$ cat src/rtl/collision_probe_pkg.sv
// Shared types for the collision probe: probe order, FSM states and hit-mask bit positions.
package collision_pkg;

  typedef enum logic [1:0] {
    PR_R = 2'd0,
    PR_L = 2'd1,
    PR_U = 2'd2,
    PR_D = 2'd3
  } probe_e;

  typedef enum logic [1:0] {
    IDLE  = 2'd0,
    ISSUE = 2'd1,
    DRAIN = 2'd2,
    DONE  = 2'd3
  } state_e;

  localparam int MASK_R = 0;
  localparam int MASK_L = 1;
  localparam int MASK_U = 2;
  localparam int MASK_D = 3;

  function automatic logic [3:0] probe_bit(input probe_e p);
    logic [3:0] b;
    b = 4'b0000;
    case (p)
      PR_R:    b[MASK_R] = 1'b1;
      PR_L:    b[MASK_L] = 1'b1;
      PR_U:    b[MASK_U] = 1'b1;
      PR_D:    b[MASK_D] = 1'b1;
      default: b = 4'b0000;
    endcase
    return b;
  endfunction

endpackage

$ cat src/rtl/collision_probe_if.sv
// Request/response and BRAM read port bundle of the collision probe.
interface collision_probe_if #(
  parameter int ADDR_W = 15
);
  logic              start_in;
  logic [15:0]       x_in;
  logic [15:0]       y_in;
  logic              rd_en_out;
  logic [ADDR_W-1:0] rd_addr_out;
  logic              rd_data_in;
  logic              busy_out;
  logic              done_out;
  logic [3:0]        hit_mask_out;

  modport slave (
    input  start_in, x_in, y_in, rd_data_in,
    output rd_en_out, rd_addr_out, busy_out, done_out, hit_mask_out
  );

  modport master (
    output start_in, x_in, y_in, rd_data_in,
    input  rd_en_out, rd_addr_out, busy_out, done_out, hit_mask_out
  );
endinterface

$ cat src/rtl/collision_probe_rounder.sv
// Rounds 8.8 fixed-point x/y to the nearest cell (half rounds up); carry flags a result of 256.
module rounder (
  input  logic [15:0] i_x,
  input  logic [15:0] i_y,
  output logic [7:0]  o_x_c,
  output logic [7:0]  o_y_c,
  output logic        o_x_cy,
  output logic        o_y_cy
);
  assign {o_x_cy, o_x_c} = {1'b0, i_x[15:8]} + {8'd0, i_x[7]};
  assign {o_y_cy, o_y_c} = {1'b0, i_y[15:8]} + {8'd0, i_y[7]};
endmodule

$ cat src/rtl/collision_probe.sv
// Probes the R/L/U/D neighbour cells of a ball position in the occupancy BRAM and returns a hit mask.
module collision_probe
  import collision_pkg::*;
#(
  parameter int GRID_W       = 160,
  parameter int GRID_H       = 120,
  parameter int ADDR_W       = 15,
  parameter int READ_LATENCY = 2
) (
  input  logic             clk_in,
  input  logic             rst_n_in,
  collision_probe_if.slave bus
);
  localparam int               CNT_W      = (READ_LATENCY > 1) ? $clog2(READ_LATENCY) : 1;
  localparam logic [CNT_W-1:0] DRAIN_LAST = CNT_W'(READ_LATENCY - 1);
  localparam logic [8:0]       GRID_W9    = 9'(GRID_W);
  localparam logic [8:0]       GRID_H9    = 9'(GRID_H);

  state_e                  r_state, w_state_nxt;
  probe_e                  r_idx, w_idx_nxt;
  logic [CNT_W-1:0]        r_drain_cnt, w_drain_cnt_nxt;
  logic [15:0]             r_x, r_y;
  logic [7:0]              w_x_c, w_y_c;
  logic                    w_x_c_cy, w_y_c_cy;
  logic [8:0]              w_x_p1, w_y_p1;
  logic [7:0]              w_px, w_py;
  logic                    w_pcy, w_oob, w_accept;
  logic [ADDR_W-1:0]       w_addr;
  logic                    r_rd_en;
  logic [ADDR_W-1:0]       r_rd_addr;
  probe_e                  r_rd_idx;
  logic [READ_LATENCY-1:0] r_tag_v;
  probe_e                  r_tag_idx [READ_LATENCY];
  logic                    r_busy, r_done;
  logic [3:0]              r_hit_mask, w_mask_nxt;

  assign w_accept = (r_state == IDLE) && bus.start_in;
  assign w_x_p1   = {1'b0, r_x[15:8]} + 9'd1;
  assign w_y_p1   = {1'b0, r_y[15:8]} + 9'd1;

  rounder u_rounder (
    .i_x    (r_x),
    .i_y    (r_y),
    .o_x_c  (w_x_c),
    .o_y_c  (w_y_c),
    .o_x_cy (w_x_c_cy),
    .o_y_cy (w_y_c_cy)
  );

  // Position latch: taken only when a request is accepted.
  always_ff @(posedge clk_in or negedge rst_n_in) begin
    if (!rst_n_in) begin
      r_x <= 16'd0;
      r_y <= 16'd0;
    end else if (w_accept) begin
      r_x <= bus.x_in;
      r_y <= bus.y_in;
    end
  end

  // Cell for the current probe; any carried coordinate is out of bounds, never wrapped.
  always_comb begin
    w_px  = 8'd0;
    w_py  = 8'd0;
    w_pcy = 1'b0;
    case (r_idx)
      PR_R:    begin w_px = w_x_p1[7:0]; w_py = w_y_c;       w_pcy = w_x_p1[8] | w_y_c_cy; end
      PR_L:    begin w_px = r_x[15:8];   w_py = w_y_c;       w_pcy = w_y_c_cy;             end
      PR_U:    begin w_px = w_x_c;       w_py = w_y_p1[7:0]; w_pcy = w_x_c_cy | w_y_p1[8]; end
      PR_D:    begin w_px = w_x_c;       w_py = r_y[15:8];   w_pcy = w_x_c_cy;             end
      default: begin w_px = 8'd0;        w_py = 8'd0;        w_pcy = 1'b1;                 end
    endcase
    w_oob  = w_pcy | ({1'b0, w_px} >= GRID_W9) | ({1'b0, w_py} >= GRID_H9);
    w_addr = ADDR_W'(w_py) * ADDR_W'(GRID_W) + ADDR_W'(w_px);
  end

  // FSM state register.
  always_ff @(posedge clk_in or negedge rst_n_in) begin
    if (!rst_n_in) begin
      r_state     <= IDLE;
      r_idx       <= PR_R;
      r_drain_cnt <= {CNT_W{1'b0}};
    end else begin
      r_state     <= w_state_nxt;
      r_idx       <= w_idx_nxt;
      r_drain_cnt <= w_drain_cnt_nxt;
    end
  end

  // FSM next state: four issue slots, READ_LATENCY drain cycles, one done cycle.
  always_comb begin
    w_state_nxt     = r_state;
    w_idx_nxt       = r_idx;
    w_drain_cnt_nxt = r_drain_cnt;
    case (r_state)
      IDLE: begin
        if (bus.start_in) begin
          w_state_nxt = ISSUE;
          w_idx_nxt   = PR_R;
        end else begin
          w_state_nxt = IDLE;
        end
      end
      ISSUE: begin
        if (r_idx == PR_D) begin
          w_state_nxt     = DRAIN;
          w_drain_cnt_nxt = {CNT_W{1'b0}};
        end else begin
          w_idx_nxt = probe_e'(r_idx + 2'd1);
        end
      end
      DRAIN: begin
        if (r_drain_cnt == DRAIN_LAST) begin
          w_state_nxt = DONE;
        end else begin
          w_drain_cnt_nxt = r_drain_cnt + CNT_W'(1);
        end
      end
      DONE:    w_state_nxt = IDLE;
      default: w_state_nxt = IDLE;
    endcase
  end

  // Read port: in-bounds probes strobe the BRAM, out-of-bounds slots stay quiet.
  always_ff @(posedge clk_in or negedge rst_n_in) begin
    if (!rst_n_in) begin
      r_rd_en   <= 1'b0;
      r_rd_addr <= {ADDR_W{1'b0}};
      r_rd_idx  <= PR_R;
    end else if (r_state == ISSUE) begin
      r_rd_en   <= !w_oob;
      r_rd_addr <= w_oob ? {ADDR_W{1'b0}} : w_addr;
      r_rd_idx  <= r_idx;
    end else begin
      r_rd_en   <= 1'b0;
      r_rd_addr <= {ADDR_W{1'b0}};
      r_rd_idx  <= PR_R;
    end
  end

  // Tag pipeline aligns each returning bit with the probe that requested it.
  always_ff @(posedge clk_in or negedge rst_n_in) begin
    if (!rst_n_in) begin
      r_tag_v <= {READ_LATENCY{1'b0}};
      for (int i = 0; i < READ_LATENCY; i++) r_tag_idx[i] <= PR_R;
    end else begin
      r_tag_v[0]   <= r_rd_en;
      r_tag_idx[0] <= r_rd_idx;
      for (int i = 1; i < READ_LATENCY; i++) begin
        r_tag_v[i]   <= r_tag_v[i-1];
        r_tag_idx[i] <= r_tag_idx[i-1];
      end
    end
  end

  // Mask update: cleared on acceptance, OOB bits set at issue, solid returns ORed in.
  always_comb begin
    w_mask_nxt = r_hit_mask;
    if (w_accept) begin
      w_mask_nxt = 4'b0000;
    end else begin
      if ((r_state == ISSUE) && w_oob) w_mask_nxt = w_mask_nxt | probe_bit(r_idx);
      else                             w_mask_nxt = w_mask_nxt;
      if (r_tag_v[READ_LATENCY-1] && bus.rd_data_in)
        w_mask_nxt = w_mask_nxt | probe_bit(r_tag_idx[READ_LATENCY-1]);
      else
        w_mask_nxt = w_mask_nxt;
    end
  end

  // Status outputs trail the FSM by one cycle so done coincides with the last return.
  always_ff @(posedge clk_in or negedge rst_n_in) begin
    if (!rst_n_in) begin
      r_busy     <= 1'b0;
      r_done     <= 1'b0;
      r_hit_mask <= 4'b0000;
    end else begin
      r_busy     <= (r_state != IDLE);
      r_done     <= (r_state == DONE);
      r_hit_mask <= w_mask_nxt;
    end
  end

  assign bus.rd_en_out    = r_rd_en;
  assign bus.rd_addr_out  = r_rd_addr;
  assign bus.busy_out     = r_busy;
  assign bus.done_out     = r_done;
  assign bus.hit_mask_out = r_hit_mask;

endmodule

$ cat src/flat_wrapper.sv
// flat-port wrapper written by rule: the top's interface ports become plain ports
module collision_probe_flat import collision_pkg::*;
#(
  parameter int GRID_W       = 160,
  parameter int GRID_H       = 120,
  parameter int ADDR_W       = 15,
  parameter int READ_LATENCY = 2
)
  (clk_in, rst_n_in, bus_start_in, bus_x_in, bus_y_in, bus_rd_data_in, bus_rd_en_out, bus_rd_addr_out, bus_busy_out, bus_done_out, bus_hit_mask_out);
  collision_probe_if #(.ADDR_W(ADDR_W)) bus_i ();
  input  logic clk_in;
  input  logic rst_n_in;
  input wire logic [$bits(bus_i.start_in)-1:0] bus_start_in;
  input wire logic [$bits(bus_i.x_in)-1:0] bus_x_in;
  input wire logic [$bits(bus_i.y_in)-1:0] bus_y_in;
  input wire logic [$bits(bus_i.rd_data_in)-1:0] bus_rd_data_in;
  output wire logic [$bits(bus_i.rd_en_out)-1:0] bus_rd_en_out;
  output wire logic [$bits(bus_i.rd_addr_out)-1:0] bus_rd_addr_out;
  output wire logic [$bits(bus_i.busy_out)-1:0] bus_busy_out;
  output wire logic [$bits(bus_i.done_out)-1:0] bus_done_out;
  output wire logic [$bits(bus_i.hit_mask_out)-1:0] bus_hit_mask_out;
  assign bus_i.start_in = bus_start_in;
  assign bus_i.x_in = bus_x_in;
  assign bus_i.y_in = bus_y_in;
  assign bus_i.rd_data_in = bus_rd_data_in;
  assign bus_rd_en_out = bus_i.rd_en_out;
  assign bus_rd_addr_out = bus_i.rd_addr_out;
  assign bus_busy_out = bus_i.busy_out;
  assign bus_done_out = bus_i.done_out;
  assign bus_hit_mask_out = bus_i.hit_mask_out;
  collision_probe #(.GRID_W(GRID_W), .GRID_H(GRID_H), .ADDR_W(ADDR_W), .READ_LATENCY(READ_LATENCY)) u_core (.clk_in(clk_in), .rst_n_in(rst_n_in), .bus(bus_i));
endmodule
$ cat config.mk
export PLATFORM = sky130hd
export DESIGN_NAME = collision_probe_flat
export DESIGN_NICKNAME = d
export VERILOG_FILES = /design/src/rtl/collision_probe_pkg.sv /design/src/rtl/collision_probe_if.sv /design/src/rtl/collision_probe_rounder.sv /design/src/rtl/collision_probe.sv /design/src/flat_wrapper.sv
export SDC_FILE = /design/constraint.sdc
export NUM_CORES = 1
export LEC_CHECK = 0
export ABC_AREA = 0
export CELL_PAD_IN_SITES_DETAIL_PLACEMENT = 0
export CELL_PAD_IN_SITES_GLOBAL_PLACEMENT = 2
export CORE_MARGIN = 4
export CORE_UTILIZATION = 43
export CTS_BUF_LIST = sky130_fd_sc_hd__clkbuf_4 sky130_fd_sc_hd__clkbuf_8
export CTS_CLUSTER_SIZE = 25
export DETAILED_ROUTE_END_ITERATION = 10
export DONT_BUFFER_PORTS = 1
export GPL_ROUTABILITY_DRIVEN = 0
export PLACE_DENSITY_LB_ADDON = 0.3
export SLEW_MARGIN = 20
export SYNTH_ARGS = -nofsm -noshare
export SYNTH_HDL_FRONTEND = slang
export SYNTH_HIERARCHICAL = 1
export SYNTH_SLANG_ARGS = --single-unit
$ cat constraint.sdc
create_clock -name clk_in -period 4.2 [get_ports clk_in]
set_input_delay 0.42 -clock clk_in [delete_from_list [all_inputs] [get_ports clk_in]]
set_output_delay 0.42 -clock clk_in [all_outputs]
set_load 0.05 [all_outputs]
==> impl_metrics.csv, run 1 <==
group,metric,value,unit
floorplanning,core_area,0.00781,sq mm
final_layout,nFillCells,742,
floorplanning,dieArea,0.00963,sq mm
timing,layout_min_cycle_time,3750,ps
drt,wl,7160,um
floorplanning,rows,32,
drt,detail-route-antenna-nets,0,
yosys,syn_nets,407,
worst_setup_path,cp.required,4380,ps
drt,wl_per_cell,16.1,um
yosys,synth_cells,340,
timing,max_freq,267,MHz
worst_setup_path,critical_path.max_fanout,11,
place,io_buffers,0,
global_routing,grt_pass1_wl,12400,um
yosys,syn_area,0.00349,sq mm
place,hpwl,5480,um
timing,slew_headroom,0.439,
global_routing,grt_overflow,0,
hold_path,min_path_type,"in -> reg",
timing,whs,263,ps
global_routing,grt_max_degree,54,
timing,rsz0062_at_grt,"no",
clock_tree,post-cts-setup-buffers,0,
timing,slew_violations,0,
worst_setup_path,cp-end-kind,"register",
clock_tree,insertion_delay,300,ps
clock_tree,clk_pin_slew,100,ps
clock_tree,clock_path_buffers,2,
clock_tree,cts_tree,"done",
clock_tree,cts_sinks,53,
final_layout,layout_commonest_cell,"dfrtp_1",
hold_path,min_from,"bus_x_in[9]",
hold_path,hold_depth,1,
final_layout,fin_nets,408,
timing,finalHoldViolations,0,
final_layout,area_growth,6.38,%
worst_setup_path,worstSetupPathType,"reg -> reg",
timing,setup_violations,0,
worst_setup_path,arrival,3930,ps
global_routing,grt_util_all_layers,0.154,
timing,tightestPinTransition,841,ps
global_routing,first_global_vias,2558,
drt,drc,0,
timing,post-route-period-util,0.892,
hold_path,min_to,"u_core/r_x[9]",
floorplanning,ioPinCount,58,
timing,fin_tns_setup,0,ps
drt,drt_iter0_drc,73,
floorplanning,floorplan.initialDensity,0.447,
yosys,ys_warn_count,6,
final_layout,n_antenna_cell,0,
floorplanning,die_w,98.1,um
final_layout,final_util,0.476,
clock_tree,cts_buffers,5,
worst_setup_path,r2r-start,"u_core/r_idx[0]",
worst_setup_path,ff2ff_setup_slack,450,ps
floorplanning,die_h,98.1,um
run_status,status,"finished clean",
flow_run,drv_cap,0,
global_routing,grt_antenna_before_repair,0,
drt,post_drt_via_cell_ratio,5.72,
final_layout,mostFrequentLayoutCells,"dfrtp_1, ha_1, nand2_1",
drt,vias,2540,
clock_tree,root_buffer,"clkbuf_8",
worst_setup_path,r2r_end,"u_core/bus.rd_addr_out[14]",
drt,first_pass_iters,4,
clock_tree,htreeDepth,2,
worst_setup_path,r2r_cells,14,
worst_setup_path,cp-start-kind,"register",
yosys,synth.avg_cell_area,10.3,sq um
final_layout,drive_gt1_frac,0.149,
timing,fin_skew,11.8,ps
state kept, by name (all words and copies together), names as in the netlist:
name	flops
u_core/r_state	2
u_core/bus.hit_mask_out	4
u_core/bus.rd_en_out	1
u_core/bus.busy_out	1
u_core/r_idx	2
u_core/r_x	9
u_core/r_drain_cnt	1
u_core/r_tag_idx	4
u_core/bus.rd_addr_out	15
u_core/r_y	9
u_core/bus.done_out	1
u_core/r_rd_idx	2
u_core/r_tag_v	2
stage by stage:
stage	area [sq um]	cells	setup slack [ps]
after detailed placement	3580	434	371
final	3710	444	452
after floorplan	3490	340	903
after CTS	3710	444	333
after global placement	3580	434	431
after global routing	3710	444	154
area by class of cell:
type                       instances  area (sq um)  area share
inverter                          17          63.8      0.0172
clock inverter                     1          7.51     0.00202
sequential                        53          1330       0.357
tap                              102           128      0.0344
multi-input combinational        257          2030       0.547
timing repair buffer               7          75.1      0.0202
clock buffer                       7          83.8      0.0226
per-layer routing:
layer  routed length, um  track usage  share of wire
met1                3570        0.219           0.50
met4                  31       0.0266         0.0043
met2                3210        0.241           0.45
met5                   0            0              0
met3                 349       0.0386          0.049
worst max-delay path by stage:
| stage | startpoint | to | slack, ps | cells after the start |
|---|---|---|---|---|
| 3_3_place_gp | u_core/r_idx[0] | u_core/bus.rd_addr_out[14] | 430 | 14 |
| 3_5_place_dp | u_core/r_idx[0] | u_core/bus.rd_addr_out[14] | 370 | 14 |
| 4_1_cts | u_core/r_idx[0] | u_core/bus.rd_addr_out[14] | 330 | 14 |
| 2_1_floorplan | u_core/r_idx[0] | u_core/bus.rd_addr_out[14] | 900 | 15 |
| 6_report | u_core/r_idx[0] | u_core/bus.rd_addr_out[14] | 450 | 14 |
| 5_1_grt | u_core/r_idx[0] | u_core/bus.rd_addr_out[14] | 150 | 13 |
worst max-delay path, cell delays in order (launching register included):
cell	delay, ps
dfrtp_1	430
inv_1	180
ha_1	370
buf_4	240
nand4_1	110
a21oi_1	220
o21a_1	200
ha_1	240
ha_1	340
o21ai_0	140
or4b_1	480
o2111ai_1	160
and2_1	200
a211oi_1	80
nor4_1	250
timing repair:
action                     CTS  global route
hold buffers                 2             0
setup endpoints to repair    0             1
gates resized for setup      0             1
hold endpoints to repair    53             0
Power of run 1 is not shown: default switching activity piles up to over one toggle a cycle in this logic, so the estimate is an artifact.
==> inputs of run 2 (changes only) <==
--- a/config.mk
+++ b/config.mk
@@ -11,6 +11,7 @@
 export CORE_MARGIN = 4
 export CORE_UTILIZATION = 43
 export CTS_BUF_LIST = sky130_fd_sc_hd__clkbuf_4 sky130_fd_sc_hd__clkbuf_8
+export CTS_CLUSTER_DIAMETER = 60
 export CTS_CLUSTER_SIZE = 25
 export DETAILED_ROUTE_END_ITERATION = 10
 export DONT_BUFFER_PORTS = 1
==> results of run 2 <==
No change in the layout: final DEF, timing and power equal those of run 1.
Power of run 2 is left out for the same reason.
==> inputs of run 3 (changes only) <==
--- a/config.mk
+++ b/config.mk
@@ -16,6 +16,7 @@
 export DETAILED_ROUTE_END_ITERATION = 10
 export DONT_BUFFER_PORTS = 1
 export GPL_ROUTABILITY_DRIVEN = 0
+export GPL_TIMING_DRIVEN = 0
 export PLACE_DENSITY_LB_ADDON = 0.3
 export SLEW_MARGIN = 20
 export SYNTH_ARGS = -nofsm -noshare
==> impl_metrics.csv, run 3 (same netlist as run 1, synthesis figures left out) <==
group,metric,value,unit
final_layout,drive_gt1_frac,0.146,
worst_setup_path,crit_family,"simple AND/OR/NAND/NOR gates",
floorplanning,die_w,98.1,um
worst_setup_path,critPathSlowestCell,"dfrtp_1",
worst_setup_path,r2r_cells,14,
timing,post-route-period-util,0.901,
worst_setup_path,critical_path.max_fanout,9,
place,io_buffers,0,
timing,tightestPinTransition,745,ps
final_layout,layout_commonest_cell,"dfrtp_1",
clock_tree,cts_sinks,53,
worst_setup_path,arrival,3970,ps
floorplanning,core_area,0.00781,sq mm
drt,drt_iter0_drc,78,
worst_setup_path,ff2ff_setup_slack,420,ps
floorplanning,rows,32,
timing,max_freq,264,MHz
hold_path,min_path_type,"in -> reg",
worst_setup_path,r2r-start,"u_core/r_y[8]",
clock_tree,root_buffer,"clkbuf_8",
global_routing,grt_antenna_before_repair,0,
final_layout,layout.cells.non_filler,452,
timing,slew_violations,0,
place,hpwl,5700,um
hold_path,hold_depth,2,
clock_tree,cts_tree,"done",
clock_tree,insertion_delay,300,ps
worst_setup_path,r2r_end,"u_core/bus.rd_addr_out[14]",
worst_setup_path,cp-start-kind,"register",
worst_setup_path,cp.buffers_inverters,0,
floorplanning,ioPinCount,58,
floorplanning,dieArea,0.00963,sq mm
clock_tree,clock_path_buffers,2,
final_layout,area_growth,8.10,%
drt,wl,7270,um
final_layout,largest_reg_flops,15,
timing,slew_headroom,0.496,
global_routing,grt_max_degree,54,
worst_setup_path,cp.required,4380,ps
final_layout,n_antenna_cell,0,
worst_setup_path,path_common_cell,"ha_1",
drt,drc,0,
timing,rsz0062_at_grt,"no",
worst_setup_path,cp-end-kind,"register",
timing,layout_min_cycle_time,3780,ps
final_layout,fin_nets,416,
drt,detail-route-antenna-nets,0,
worst_setup_path,slowest_delay,510,ps
clock_tree,clk_pin_slew,100,ps
drt,vias,2558,
drt,first_pass_iters,4,
timing,fin_tns_setup,0,ps
floorplanning,die_h,98.1,um
drt,wl_per_cell,16.1,um
timing,setup_violations,0,
timing,fin_skew,15.5,ps
timing,finalHoldViolations,0,
global_routing,grt_util_all_layers,0.158,
global_routing,grt_overflow,0,
final_layout,mostFrequentLayoutCells,"dfrtp_1, ha_1, nand2_1",
floorplanning,floorplan.initialDensity,0.447,
run_status,status,"finished clean",
global_routing,grt_pass1_wl,12700,um
flow_run,drv_cap,0,
hold_path,min_to,"u_core/r_idx[0]",
worst_setup_path,crit_chain,"ha_1, ha_1, nand3_1, xnor2_1, a22oi_1, nand3_1, ha_1, ha_1, o21ai_0, or4b_1, o2111ai_1, and2_1, a211oi_1, nor4_1",
worst_setup_path,worstSetupPathType,"reg -> reg",
place,dp_cells,442,
drt,post_drt_via_cell_ratio,5.66,
clock_tree,cts_buffers,5,
hold_path,min_from,"bus_start_in",
global_routing,first_global_vias,2567,
clock_tree,htreeDepth,2,
## run 3: cell count changes in the layout (fill, tap and decap cells not counted), sizes merged
cell / change
bufinv: +1
clkbuf: +7
clkinv: +1
clkinvlp: -1
## run 3: layout make-up
class                      instances  area [sq um]
clock buffer                       6          76.3
buffer                            13          73.8
tap                              102           128
clock inverter                     2          38.8
timing repair buffer               2          37.5
sequential                        53          1330
fill                             773          4030
inverter                          17          63.8
multi-input combinational        257          2030
## run 3: worst max-delay path by stage
stage	start	endpoint	slack, ps	cells after the start
2_1_floorplan	u_core/r_idx[0]	u_core/bus.rd_addr_out[14]	900	15
3_3_place_gp	u_core/r_idx[0]	u_core/bus.rd_addr_out[14]	320	15
3_5_place_dp	u_core/r_idx[0]	u_core/bus.rd_addr_out[14]	320	15
4_1_cts	u_core/r_idx[0]	u_core/bus.rd_addr_out[14]	240	15
5_1_grt	u_core/r_idx[0]	u_core/bus.rd_addr_out[14]	100	17
6_report	u_core/r_y[8]	u_core/bus.rd_addr_out[14]	420	14
## run 3: worst reg2reg max path, cell delays in order, from the launching register on
cell and delay [ps]:
dfrtp_1 510, ha_1 230, ha_1 290, nand3_1 130, xnor2_1 150, a22oi_1 150
nand3_1 190, ha_1 350, ha_1 350, o21ai_0 140, or4b_1 480, o2111ai_1 150
and2_1 190, a211oi_1 90, nor4_1 280
## run 3: metrics by stage
step	cell area [sq um]	setup WS [ps]	hold WS, ps	utilization
2_1_floorplan	3490	903	124	-
3_3_place_gp	3620	316	126	0.464
3_5_place_dp	3620	321	126	0.464
4_1_cts	3770	244	244	0.483
5_1_grt	3770	102	249	0.483
6_report	3770	417	252	0.483
## run 3: metal layers
layer | GRT usage | vias to the layer above | wire, um
met1 | 0.234 | 1211 | 3660
met3 | 0.0400 | 4 | 402
met4 | 0.0234 | 0 | 44
met5 | 0 | - | 0
li1 | - | 1282 | -
met2 | 0.238 | 61 | 3160
## run 3: timing repair
action | 4_1_cts | 5_1_grt
hold endpoints to repair | 53 | 0
hold buffers | 2 | 0
buffers inserted | 0 | 0
gates resized for setup | 0 | 1
endpoints found under the setup margin | 0 | 1
Power of run 3 is left out for the same reason.
